File: src/rtl/mem_op_sequencer.sv
// mem_op_sequencer: element-wise vector engine for a 32-word memory with two
// read ports and one write port. Each element needs three cycles: RD
// (issue both reads), CAP (compute and register the result), and WR (write
// strobe, committed by the memory on the falling edge).
// Optional feature: define MEMSEQ_SAT_EN to make add/sub saturate as signed
// 32-bit values instead of wrapping.
module mem_op_sequencer #(
  parameter int ADDR_BITS = 5
) (
  input  logic                 clk,
  input  logic                 reset,
  input  logic                 start,
  input  logic [1:0]           op,
  input  logic [ADDR_BITS-1:0] base_a,
  input  logic [ADDR_BITS-1:0] base_b,
  input  logic [ADDR_BITS-1:0] base_wr,
  input  logic [5:0]           len,
  input  logic [31:0]          read_dataA,
  input  logic [31:0]          read_dataB,
  output logic [31:0]          addrA,
  output logic [31:0]          addrB,
  output logic [31:0]          addrWR,
  output logic [31:0]          write_data,
  output logic                 memread,
  output logic                 memwrite,
  output logic                 busy,
  output logic                 done
);

  localparam int         PAD     = 32 - ADDR_BITS;
  localparam logic [5:0] MAX_LEN = 6'(2 ** ADDR_BITS);

  typedef enum logic [2:0] {
    IDLE,
    RD,
    CAP,
    WR,
    DONE
  } state_t;

  state_t state;
  state_t next_state;

  logic [1:0]           op_q;
  logic [ADDR_BITS-1:0] base_a_q;
  logic [ADDR_BITS-1:0] base_b_q;
  logic [ADDR_BITS-1:0] base_wr_q;
  logic [5:0]           len_q;
  logic [5:0]           idx;

  logic [5:0]           len_clamped;
  logic [5:0]           idx_next;
  logic [ADDR_BITS-1:0] idx_lo;
  logic [ADDR_BITS-1:0] rd_addr_a;
  logic [ADDR_BITS-1:0] rd_addr_b;
  logic [ADDR_BITS-1:0] wr_addr;
  logic [31:0]          sum;
  logic [31:0]          diff;
  logic [31:0]          add_res;
  logic [31:0]          sub_res;
  logic [31:0]          alu_result;

  // Element addresses wrap naturally in ADDR_BITS of width, per stream.
  assign len_clamped = (len > MAX_LEN) ? MAX_LEN : len;
  assign idx_next    = idx + 6'd1;
  assign idx_lo      = idx[ADDR_BITS-1:0];
  assign rd_addr_a   = base_a_q + idx_lo;
  assign rd_addr_b   = base_b_q + idx_lo;
  assign wr_addr     = base_wr_q + idx_lo;
  assign addrA       = {{PAD{1'b0}}, rd_addr_a};
  assign addrB       = {{PAD{1'b0}}, rd_addr_b};

  // State register; reset wins over everything else.
  always_ff @(posedge clk) begin
    if (reset) begin
      state <= IDLE;
    end else begin
      state <= next_state;
    end
  end

  // Next-state logic; start only matters in IDLE, so requests made while busy are dropped.
  always_comb begin
    next_state = state;
    case (state)
      IDLE: begin
        if (start) begin
          next_state = (len_clamped == 6'd0) ? DONE : RD;
        end
      end
      RD:      next_state = CAP;
      CAP:     next_state = WR;
      WR:      next_state = (idx_next < len_q) ? RD : DONE;
      DONE:    next_state = IDLE;
      default: next_state = IDLE;
    endcase
  end

  // Strobes and status are pure state decodes, so no input reaches an output combinationally.
  always_comb begin
    memread  = (state == RD);
    memwrite = (state == WR);
    done     = (state == DONE);
    busy     = (state != IDLE);
  end

  // Result of the latched operation on the data returned by the RD cycle.
  always_comb begin
    sum     = read_dataA + read_dataB;
    diff    = read_dataA - read_dataB;
    add_res = sum;
    sub_res = diff;
`ifdef MEMSEQ_SAT_EN
    // Signed overflow: same-sign add or opposite-sign sub whose result flips sign.
    if ((read_dataA[31] == read_dataB[31]) && (sum[31] != read_dataA[31])) begin
      add_res = read_dataA[31] ? 32'h8000_0000 : 32'h7FFF_FFFF;
    end
    if ((read_dataA[31] != read_dataB[31]) && (diff[31] != read_dataA[31])) begin
      sub_res = read_dataA[31] ? 32'h8000_0000 : 32'h7FFF_FFFF;
    end
`else
`endif
    case (op_q)
      2'b00:   alu_result = add_res;
      2'b01:   alu_result = sub_res;
      2'b10:   alu_result = read_dataA & read_dataB;
      default: alu_result = read_dataA ^ read_dataB;
    endcase
  end

  // Datapath registers: latch the request, capture the result, advance the element index.
  always_ff @(posedge clk) begin
    if (reset) begin
      op_q       <= 2'b00;
      base_a_q   <= '0;
      base_b_q   <= '0;
      base_wr_q  <= '0;
      len_q      <= 6'd0;
      idx        <= 6'd0;
      write_data <= 32'd0;
      addrWR     <= 32'd0;
    end else begin
      case (state)
        IDLE: begin
          if (start) begin
            op_q      <= op;
            base_a_q  <= base_a;
            base_b_q  <= base_b;
            base_wr_q <= base_wr;
            len_q     <= len_clamped;
            idx       <= 6'd0;
          end
        end
        CAP: begin
          write_data <= alu_result;
          addrWR     <= {{PAD{1'b0}}, wr_addr};
        end
        WR: begin
          idx <= idx_next;
        end
        default: begin
        end
      endcase
    end
  end

endmodule

File: config.mk
export PLATFORM = sky130hd
export DESIGN_NAME = mem_op_sequencer
export DESIGN_NICKNAME = d
export VERILOG_FILES = /design/src/rtl/mem_op_sequencer.sv
export SDC_FILE = /design/constraint.sdc
export NUM_CORES = 1
export LEC_CHECK = 0
export BUFFER_PORTS_ARGS = -buffer_cell sky130_fd_sc_hd__buf_2
export CAP_MARGIN = 15
export CORE_MARGIN = 2
export CORE_UTILIZATION = 48
export DETAILED_ROUTE_END_ITERATION = 12
export PLACE_DENSITY = 0.85
export SETUP_SLACK_MARGIN = 0.1
export SLEW_MARGIN = 20
export SYNTH_ARGS = -nofsm -noshare
export SYNTH_HDL_FRONTEND = slang
export SYNTH_SLANG_ARGS = --single-unit
export TNS_END_PERCENT = 100
File: constraint.sdc
create_clock -name clk -period 4.37 [get_ports clk]
set_clock_uncertainty 0.15 [all_clocks]
set_input_delay 0.6555 -clock clk [delete_from_list [all_inputs] [get_ports clk]]
set_output_delay 0.6555 -clock clk [all_outputs]
set_load 0.02 [all_outputs]
# Word-level counts from Yosys, hierarchy flattened
# Index checks and enable logic that the tools add are counted.
[classes] add_sub_neg=6 n_mul=0 div=0 order_cmp=2 n_eq_ne=7 n_shift=0 n_mux=8 n_bitwise=2 reduce_logical=7
[ops] op="case mux 32 bit (3 select lines)" count=1
[ops] op="adder 32 bit" count=1
[ops] op="AND 32 bit" count=1
[ops] op="subtractor 32 bit" count=1
[ops] op="bitwise XOR 32 bit" count=1
[ops] op="adder 5 bit" count=3
[ops] op="two-way mux 6 bit" count=2
[ops] op="case mux 3 bit (4 select lines)" count=1
[ops] op="case mux 6 bit (2 select lines)" count=1
[ops] op="two-way mux 3 bit" count=3
[ops] op="adder 6 x 1 -> 6 bit, second input constant" count=1
[ops] op="equality test 3 x 2 -> 1 bit, second input constant" count=2
[ops] op="greater-than comparator 6 bit, second input constant" count=1
[ops] op="zero test 6 bit" count=1
[ops] op="less-than comparator 6 bit" count=1
[ops] op="AND reduction 2 bit" count=2
[ops] op="equality test 3 x 1 -> 1 bit, second input constant" count=1
[ops] op="equality test 3 bit, second input constant" count=1
[ops] op="zero test 3 bit" count=1
[ops] op="nonzero test 3 bit" count=1
[ops] op="equality test 2 x 1 -> 1 bit, second input constant" count=1
[ops] op="equality test 2 bit, second input constant" count=1
[ops] op="zero test 2 bit" count=1
[ops] op="inequality test 2 bit, second input constant" count=1
[ops] op="nonzero test 2 bit" count=1
[word_totals] ff_bits=69 latchBits=0 ram_bits=0 romBits=0 input_bits=90 out_inout_bits=132 elab_cells=41 mem_count=0

# Depth between registers and ports, before layout
[logic_depth] ltp_word=6 mapped_depth=20 ltp_nobuf=20

# Worst setup path before layout
# No wires, ideal clock.
[synth_path] path_type="input to register" startpoint="input port read_dataB[10]" endpoint="register write_data[30]" setup_ns=0.137 arrival_ns=4.155 required_time_ns=4.083 path_slack_ns=-0.072 path_stages=18 n_path_buf=1 cell_sequence="or4_4 or3_4 or3_2 nor2_1 nand2_1 nor3_1 or2_2 xor2_1 ha_1 buf_1 a21o_1 nor2_1 a21o_1 a21oi_1 a31oi_1 o211ai_1 mux2i_1 a31oi_1"
[synth_via] elab_chain_len=2 word_cells_on_any_way=3 classes_between="2 x add/sub; 1 x mux"
[synth_lines] item="from (decl)" line="19" text="input logic [31:0] read_dataB,"
[synth_lines] item="subtractor 32 bit / adder 32 bit (equally long branches)" line="110, 109"
[synth_lines] item="case mux 32 bit (3 select lines) (*)" line="123" text="case (op_q)"
[synth_lines] item="to (signal assigned)" line="155" text="write_data <= alu_result;"
[synth_lines] item="to (decl)" line="23" text="output logic [31:0] write_data,"
# Mark *: on every way between the ends. The rest lies on a longest branch, timed or not.
# A chain may end at the register's enable or synchronous reset.

# Final worst setup path
[layout_path] startpoint="input port read_dataB[10]" endpoint="register write_data[31]"
# The elaborated chain is that of the path after synthesis.

==> key figures <==
Floorplanning
  – Area of the core: 14,400 µm²
  – Height of the die: 125 µm
  – Die ar.: 15,500 µm²
  – Rows: 44
  – Num ports: 222
  – Die X: 125 µm
  – Starting Density: 48.7%

Logic synthesis
  – Sequential area share after synthesis: 19.8%
  – Post-Syn Area: 6990 µm²
  – Xor-xnor portion of the synthesized cell area: 9.38%
  – Syn avg cell area: 7.70 µm²
  – Ys async rst share: 0%
  – Synth unique cells: 59
  – Adder-cell area share of the yosys netlist: 15.8%
  – Multiplexer share of the synthesized area: 4.96%
  – Most used DFF post-synth: dfxtp_1
  – Largest family of logic cells by synthesized area: compound AO/OA/AOI/OAI gates
  – Cells after Synth: 908
  – Synth Warn #: 0
  – EDFF count, synth: 0
  – Post-synthesis simple-gate area fraction: 17.2%
  – Yosys reg bits: 69
  – Synth Area in Compound Gates: 19.9%

Worst setup path
  – Top Family by Delay on Critical Path: simple AND/OR/NAND/NOR gates
  – CP max stage delay: 0.54 ns
  – CP max FO: 4
  – Cell Chain, Critical Path: buf_2 > or4_4 > or3_4 > nor4_4 > nand2_1 > buf_4 > nor3b_2 > a21oi_1 > xnor2_1 > ha_1 > inv_1 > o21bai_1 > a21oi_1 > and3_2 > o31ai_2 > nand4_1 > o21a_1
  – Crit path top cell by count: a21oi_1
  – Reg2reg end: write_data[28]
  – Arrival @ worst endpoint: 4.24 ns
  – CP startpoint kind: input port
  – Crit path kind: input port to flip-flop
  – Slowest cell on the critical path: or4_4
  – Setup crit end kind: flip-flop
  – CP required: 4.46 ns
  – Crit Reg-Reg Startpoint: op_q[1]
  – R2r setup slk: 0.71 ns
  – Worst path bufs/invs: 3
  – R2r worst-path depth: 15

Detailed routing
  – Final wirelength: 19.4 mm
  – 1st-iter DRT viols: 394
  – Pre-Repair DR Iteration Count: 5
  – DR WL/cell: 15.3 µm
  – Antenna violation net count after detailed routing: 0
  – DR DRC count: 0
  – Total number of vias: 6,842
  – Post-DR vias/cell: 5.42

Timing
  – RSZ-0062 raised after global routing: yes
  – Fmax: 241 MHz
  – Max Slew Vio Count: 0
  – Final worst-path cycle share: 95.1%
  – Final hold vios: 0
  – Worst slew margin relative to its limit: 36.3%
  – Minimum clock period: 4.16 ns
  – Slew @ Worst Pin: 0.953 ns
  – Sum of negative setup slack: 0 ns
  – Setup violators final: 0

Power
  – PD cells: 456 nW/µm²
  – Leakage Power: 3.93 nW
  – VDD IR max: 0.329 mV

Hold path
  – Hold Crit Class: flip-flop to flip-flop
  – Worst Hold End: write_data[3]
  – Hold path start: write_data[3]
  – Hold path depth: 2

Global route
  – Gr usage total: 23.7%
  – GRT overflow: 0
  – Largest net degree at the start of global routing: 61
  – Initial antenna violation count: 0
  – First-pass GRT wire length: 30.6 mm
  – Vias in the first global route: 6,412

Clock network
  – H-tree lvl count: 3
  – Root Driver: clkbuf_16
  – Num CTS Buffers: 9
  – CTS tree: built
  – Clock Path Buffers: 2
  – Clock transition at the registers of the reported paths: 0.06 ns
  – Cts hold-fix bufs: 0
  – Worst-Skew Late Latency: 0.34 ns
  – CTS sink count: 69

Placement
  – Post-DP HPWL: 14.4 mm
  – IO buf count: 140
  – Routability congestion estimate: 0.958
  – Placed inst area: 7890 µm²

Cells and area
  – Storage element area: 1380 µm²
  – Fraction of layout cells with a size suffix above 1: 22.9%
  – # nets final: 1,250
  – Ant. Diodes: 0
  – P&R area growth vs syn: 18.6%
  – Fillers: 1,332
  – Multi-input gate area: 5080 µm²
  – Final instance area: 8290 µm²

Run status
  – Outcome: finished clean

Job
  – Max Cap Violations: 0
synthesized netlist by cell type (all sizes together), types with 5 or more instances:
library cell	number	share of area, %
nor2	39	2.1
nor3	18	1.3
xor2	26	3.3
buf	85	9.0
o31ai	6	0.72
nand3b	6	0.64
mux2i	29	4.2
a31oi	11	0.98
o21ai	44	3.2
dfxtp	69	20
nand2	129	6.9
nand3	11	0.79
nand2b	13	1.2
xnor2	48	6.1
mux2	5	0.81
nor4	6	0.75
o211ai	26	2.8
clkbuf	39	2.1
inv	33	1.8
a21oi	97	6.9
ha	82	15
nor2b	6	0.54
nand4	7	0.63
a21o	14	1.5
kinds of logic after synthesis:
group	count (synthesis)
muxes	34
DFF	69
xor gates and xnor gates	74
AOI/OAI and AO/OA	230
other	1
buffers and inverters	157
and+or+nand+nor	257
adders and majority gates	86
state kept, by name (all words and copies together) (netlist names):
name        flops
addrWR          5
base_wr_q       5
base_b_q        5
state           3
len_q           6
idx             6
op_q            2
write_data     32
base_a_q        5
per-stage QoR:
stage | util (%) | power (mW) | hold WS, ns | std cells | worst slack, ns
after floorplan | - | 2.33 | 0.282 | 988 | 0.136
after detailed placement | 54.9 | 2.91 | 0.293 | 1245 | -0.192
final | 57.7 | 3.78 | 0.302 | 1263 | 0.215
after global routing | 57.7 | 4.04 | 0.317 | 1263 | 0.0226
after global placement | 54.9 | 2.87 | 0.288 | 1245 | -0.0823
after CTS | 57.3 | 3.75 | 0.302 | 1261 | 0.162
cell type report:
class | count | area share (%)
clock buffers | 10 | 2.88
repair buffers | 199 | 13.8
inverters | 33 | 1.49
multi-input cells | 762 | 61.2
clock inverters | 6 | 1.13
flip-flops and latches | 69 | 16.7
well taps | 184 | 2.78
how the worst max path moves through the flow:
stage          cells past startpoint            from        endpoint
6_report                          17  read_dataB[10]  write_data[31]
5_1_grt                           18  read_dataB[10]  write_data[26]
2_1_floorplan                     18  read_dataB[10]  write_data[30]
3_3_place_gp                      18  read_dataB[10]  write_data[26]
4_1_cts                           18  read_dataB[10]  write_data[26]
3_5_place_dp                      18  read_dataB[10]  write_data[26]
cell usage in the layout, fill, tap and decap left out, drive strengths merged, types with 5 or more instances in the layout:
master	netlist	final
a21o	14	14
a21oi	97	97
a31oi	11	11
buf	85	199
clkbuf	39	10
conb	1	81
dfxtp	69	69
ha	82	82
inv	33	34
mux2	5	5
mux2i	29	29
nand2	129	129
nand2b	13	13
nand3	11	11
nand3b	6	6
nand4	7	7
nor2	39	39
nor2b	6	6
nor3	18	18
nor4	6	6
o211ai	26	26
o21ai	44	44
o31ai	6	6
xnor2	48	48
xor2	26	26
per-layer routing:
metal  track usage [%]  share of wire, %
met1              29.8                43
met2              41.2                49
met3              3.99               6.0
met4              7.53               1.5
met5                 0                 0
power by group:
part,internal (mW),leakage (nW),switching (mW),total [mW]
registers,0.772,0.563,0.0957,0.868
logic,0.821,3.20,1.27,2.09
clock network,0.519,0.159,0.306,0.825
worst min-delay path, stage by stage, from the launching register on:
cell,delay (ns)
dfxtp_1,0.31
nand2_1,0.05
a21oi_1,0.05
timing repair:
action / in CTS / in global routing
setup endpoints to repair: 0 / 8
gates resized for setup: 0 / 15
setup buffers: 0 / 2
Power figures use the tool's default switching activity.
